==> config.mk <==
export PLATFORM = sky130hd
export DESIGN_NAME = mem_stage_lsu
export DESIGN_NICKNAME = d
export VERILOG_FILES = /design/src/rtl/mem_stage_lsu.sv
export SDC_FILE = /design/constraint.sdc
export NUM_CORES = 1
export LEC_CHECK = 0
export ABC_AREA = 1
export CORE_ASPECT_RATIO = 0.7
export CORE_MARGIN = 4
export CORE_UTILIZATION = 48
export DETAILED_ROUTE_END_ITERATION = 10
export PLACE_DENSITY_LB_ADDON = 0.15
export SLEW_MARGIN = 10
export SYNTH_ARGS = -nofsm -noshare
export SYNTH_HDL_FRONTEND = slang
export SYNTH_SLANG_ARGS = --single-unit
==> constraint.sdc <==
create_clock -name clock -period 5.9 [get_ports clock]
set_input_delay 1.18 -clock clock [delete_from_list [all_inputs] [get_ports clock]]
set_output_delay 1.18 -clock clock [all_outputs]
set_load 0.02 [all_outputs]
==> src/rtl/mem_stage_lsu.sv <==
// MEM-stage load/store unit: turns EX/MEM load/store controls into a single
// word-addressed bus transaction, stalls the pipeline while it is outstanding.
module mem_stage_lsu #(
  parameter int TIMEOUT = 16
) (
  input  logic        clock,
  input  logic        reset,
  input  logic [1:0]  ResultSrcM,
  input  logic        memwriteM,
  input  logic [2:0]  funct3M,
  input  logic [31:0] ALUResultM,
  input  logic [31:0] WriteDataM,
  output logic [31:0] ReadDataM,
  output logic        StallM,
  output logic        misalign_err,
  output logic        bus_err,
  output logic        bus_req,
  output logic        bus_we,
  output logic [31:0] bus_addr,
  output logic [31:0] bus_wdata,
  output logic [3:0]  bus_wstrb,
  input  logic        bus_ready,
  input  logic [31:0] bus_rdata
);

  localparam logic [1:0] S_IDLE = 2'd0;
  localparam logic [1:0] S_BUSY = 2'd1;
  localparam logic [1:0] S_DONE = 2'd2;

  logic [1:0]  state_q, state_d;
  logic [31:0] cnt_q, cnt_d;
  logic [31:0] rdata_q, rdata_d;
  logic        req_q, req_d;
  logic        we_q, we_d;
  logic [31:0] addr_q, addr_d;
  logic [31:0] wdata_q, wdata_d;
  logic [3:0]  wstrb_q, wstrb_d;
  logic [1:0]  lo_q, lo_d;
  logic [2:0]  f3_q, f3_d;

  logic        access, illegal, misaligned, bad;
  logic        stall_c, misalign_c, bus_err_c, timeout_hit;
  logic [3:0]  strb_c;
  logic [31:0] wdata_c, load_c;
  logic [7:0]  byte_sel;
  logic [15:0] half_sel;

  always_comb begin
    access  = memwriteM | (ResultSrcM == 2'b01);
    illegal = (funct3M == 3'b011) | (funct3M == 3'b110) | (funct3M == 3'b111);
    case (funct3M[1:0])
      2'b01:   misaligned = ALUResultM[0];
      2'b10:   misaligned = (ALUResultM[1:0] != 2'b00);
      default: misaligned = 1'b0;
    endcase
    bad = illegal | misaligned;

    // Store data is replicated across lanes so the strobes alone pick the bytes.
    case (funct3M[1:0])
      2'b00: begin
        strb_c  = 4'b0001 << ALUResultM[1:0];
        wdata_c = {4{WriteDataM[7:0]}};
      end
      2'b01: begin
        strb_c  = 4'b0011 << ALUResultM[1:0];
        wdata_c = {2{WriteDataM[15:0]}};
      end
      default: begin
        strb_c  = 4'b1111;
        wdata_c = WriteDataM;
      end
    endcase
  end

  always_comb begin
    case (lo_q)
      2'd0:    byte_sel = bus_rdata[7:0];
      2'd1:    byte_sel = bus_rdata[15:8];
      2'd2:    byte_sel = bus_rdata[23:16];
      default: byte_sel = bus_rdata[31:24];
    endcase
    half_sel = lo_q[1] ? bus_rdata[31:16] : bus_rdata[15:0];
    case (f3_q)
      3'b000:  load_c = {{24{byte_sel[7]}}, byte_sel};
      3'b100:  load_c = {24'd0, byte_sel};
      3'b001:  load_c = {{16{half_sel[15]}}, half_sel};
      3'b101:  load_c = {16'd0, half_sel};
      default: load_c = bus_rdata;
    endcase
  end

  assign timeout_hit = (TIMEOUT != 0) && (cnt_q == 32'(TIMEOUT - 1));

  always_comb begin
    state_d    = state_q;
    cnt_d      = cnt_q;
    rdata_d    = rdata_q;
    req_d      = req_q;
    we_d       = we_q;
    addr_d     = addr_q;
    wdata_d    = wdata_q;
    wstrb_d    = wstrb_q;
    lo_d       = lo_q;
    f3_d       = f3_q;
    stall_c    = 1'b0;
    misalign_c = 1'b0;
    bus_err_c  = 1'b0;
    case (state_q)
      S_IDLE: begin
        if (access && bad) begin
          misalign_c = 1'b1;
          if (!memwriteM) rdata_d = 32'd0;
        end else if (access) begin
          stall_c = 1'b1;
          state_d = S_BUSY;
          cnt_d   = 32'd0;
          req_d   = 1'b1;
          we_d    = memwriteM;
          addr_d  = {ALUResultM[31:2], 2'b00};
          wdata_d = wdata_c;
          wstrb_d = memwriteM ? strb_c : 4'b0000;
          lo_d    = ALUResultM[1:0];
          f3_d    = funct3M;
        end
      end
      S_BUSY: begin
        stall_c = 1'b1;
        cnt_d   = cnt_q + 32'd1;
        if (bus_ready) begin
          rdata_d = load_c;
          req_d   = 1'b0;
          state_d = S_DONE;
          cnt_d   = 32'd0;
        end else if (timeout_hit) begin
          bus_err_c = 1'b1;
          rdata_d   = 32'd0;
          req_d     = 1'b0;
          state_d   = S_DONE;
          cnt_d     = 32'd0;
        end
      end
      S_DONE: begin
        state_d = S_IDLE;
        cnt_d   = 32'd0;
      end
      default: begin
        state_d = S_IDLE;
        cnt_d   = 32'd0;
        req_d   = 1'b0;
      end
    endcase
  end

  always_ff @(posedge clock or posedge reset) begin
    if (reset) begin
      state_q <= S_IDLE;
      cnt_q   <= 32'd0;
      rdata_q <= 32'd0;
      req_q   <= 1'b0;
      we_q    <= 1'b0;
      addr_q  <= 32'd0;
      wdata_q <= 32'd0;
      wstrb_q <= 4'd0;
      lo_q    <= 2'd0;
      f3_q    <= 3'd0;
    end else begin
      state_q <= state_d;
      cnt_q   <= cnt_d;
      rdata_q <= rdata_d;
      req_q   <= req_d;
      we_q    <= we_d;
      addr_q  <= addr_d;
      wdata_q <= wdata_d;
      wstrb_q <= wstrb_d;
      lo_q    <= lo_d;
      f3_q    <= f3_d;
    end
  end

  // Combinational flags are masked during reset so the pipeline is released at once.
  assign StallM       = stall_c & ~reset;
  assign misalign_err = misalign_c & ~reset;
  assign bus_err      = bus_err_c & ~reset;
  assign ReadDataM    = rdata_q;
  assign bus_req      = req_q;
  assign bus_we       = we_q;
  assign bus_addr     = addr_q;
  assign bus_wdata    = wdata_q;
  assign bus_wstrb    = wstrb_q;

endmodule

==> metrics <==
port bufs=between 200 and 250; Syn Inst Count=slightly above 1000; min cycle time layout=4.63 ns; CTS resizes=0; cell with the most instances after synthesis=nand2_1; Detailed Routing Iterations Pass 1=6; Num CTS Buffers=17; delay-heaviest family, CP=buffers and inverters; CP required=4.72 ns; f_max=0.216 GHz; YS warnings=0; number of fill cells in the layout=1260; Die Y=111 µm; CP bufs+invs=4; number of synthesized flops with an enable pin=0; Yosys top cell by area=dfrtp_1; Area Growth Syn to Fin=37.3%; placed cell count=1385; Clock Pin Slew Worst Setup and Hold Paths=0.06 ns; hpwl dp=16.4 mm; IO Count=210; Yosys top cell area share=between 40% and 50%; Via density=around 5.2; clk_lat worst skew=0.43 ns; endpoints failing setup=0; CP max FO=11; initial drt markers=a little over 500; Crit Path Category=input pin to output pin; H-tree lvl count=4; Critical Path AT=3.45 ns; VDD IR-drop max=0.364 mV; Root Buffer=clkbuf_16; share of cells above drive strength 1=between 5 and 6%; GRT Residual Overflow=0; CP Capture Type=output pin; RSZ-0062 raised after global routing=no; outcome=finished clean; ys flop type=dfrtp_1; register bit total from synthesis=139; final-report max-slew violation count=0; register area share after synthesis=approximately 47%; Synth top cells by count=nand2_1, dfrtp_1, o21ai_0; Critical Path Start Type=input pin; largest net degree at the start of global routing=102; CTS tree=done; Tightest Pin Transition=1.15 ns; Cell Count, Final, Fillers Out=1417; Leakage Power=4.79 nW; initial core utilization=between 40 and 50%; Max clock buf depth=2; FP Rows=37; Synth area leaders=dfrtp_1, nand2_1, o21ai_0, nor2_1, inv_1; n_diodes=0; Hold Path Class=flop to flop; Setup WS post-layout=1.27 ns; Sink Count=139; total track usage=between 20 and 30%; final hold violation count=0; Crit path top cell by count=nand2_1; post-CTS setup buffer count=0; post-place setup slack=1.30 ns; max cap viols=0; Final nets=1319; vias in the first global route=7039; worst hold slack=~0.47 ns; first-pass GRT wire length=roughly 36 mm; vias=~7400; Die Span X=156 µm; post-synth design cell area=0.00732 mm²; full die area=0.0173 mm²; slowest stage delay, CP=0.63 ns; drt drc=0; ys async rst share=100%; cts-stage hold buffer count=0; wire length per cell=about 16 µm; TNS Setup=0 ns; post-route antenna net violation count=0; crit path cell chain=clkdlybuf4s50_1, inv_1, ha_1, nand2_1, nand2_1, nand3_1, nand2_1, inv_1, nand3_4, a21oi_1, clkdlybuf4s50_1; Clock Skew=about 0.011 ns; Slowest cell on crit path=clkdlybuf4s50_1; WL final=between 20 and 25 mm; Tcrit/Tclk final=78.4%; Pwr Density=473 mW/mm²; antenna violations before repair=0; Slew HR=23.5%; GPL Wtd Cong=0.945; Yosys cell types=29; synthesized area per cell=7.19 µm²; Core Area=0.0148 mm²
path summary, 6_finish.rpt:
path / slack, ns / cells after the start / endpoint / from
max: 1.27 / 11 / StallM / funct3M[1]
min: 0.47 / 2 / ReadDataM[8] / ReadDataM[8]
max reg2reg: 3.52 / 5 / ReadDataM[27] / f3_q[1]
min reg2reg: 0.47 / 2 / ReadDataM[8] / ReadDataM[8]
max in group asynchronous: 3.32 / 3 / bus_addr[30] / reset
min in group asynchronous: 1.54 / 2 / cnt_q[7] / reset
worst reg2reg max path, stage by stage (launching register included):
cell      delay [ns]
dfrtp_1         0.78
inv_1           0.55
nand2_1         0.14
a21boi_2        0.60
nand2_1         0.14
nand2_1         0.11
report_power, final:
| part | total, mW | internal, mW | switching (mW) |
|---|---|---|---|
| logic | 2.13 | 0.862 | 1.27 |
| registers | 1.53 | 1.29 | 0.236 |
| clock network | 1.09 | 0.606 | 0.487 |
routing by layer:
layer  track usage [%]  wire length [µm]  share of wire (%)
met5                 0                 0                  0
met2              38.6              9740                 43
met1              36.5             10000                 45
met3              7.30              2200                9.8
met4              8.57               507                2.3
cell families after synthesis:
kind of cell | Yosys count | share of synthesized area (%)
adders and majority gates | 5 | 0.854
AOI/OAI and AO/OA | 191 | 13.5
DFF | 139 | 47.5
other | 1 | 0.0512
buffers and inverters | 144 | 8.47
xor gates and xnor gates | 1 | 0.120
and+or+nand+nor | 538 | 29.5
layout by cell type (no fill, tap or decap), types with 2 or more instances in the layout:
cell / count
nand3_1: 32
inv_8: 4
inv_1: 89
clkdlybuf4s50_1: 207
clkbuf_16: 17
a21oi_1: 46
ha_1: 5
nor2_1: 112
clkinv_4: 2
buf_4: 4
nand2_1: 358
inv_2: 13
nand4_1: 22
nand2_2: 2
inv_6: 6
dfrtp_1: 139
o21ai_1: 17
nand3_4: 2
o21ai_0: 116
conb_1: 2
nor2_2: 5
clkinv_8: 2
nor3_1: 3
o211ai_1: 8
registers in the layout, indices dropped and copies added (netlist names):
signal     cells
f3_q           3
cnt_q         32
state_q        2
bus_wdata     32
ReadDataM     32
bus_we         1
lo_q           2
bus_req        1
bus_addr      30
bus_wstrb      4
cell type report:
class	count	area (µm²)	share of cell area, %
clock buffers	17	425	4.23
repair buffers	211	2100	20.9
multi-input cells	737	3240	32.2
well taps	195	244	2.43
inverters	103	392	3.89
flip-flops and latches	139	3480	34.6
clock inverters	15	176	1.75
stage by stage:
step	util, %	power [mW]	area [µm²]
CTS	67.9	4.79	10100
finish	67.9	4.76	10100
detailed placement	63.8	3.68	9450
floorplan	-	2.74	7330
global route	67.9	5.06	10100
global placement	63.8	3.64	9450
No activity file was read; power rests on OpenSTA's default activity.
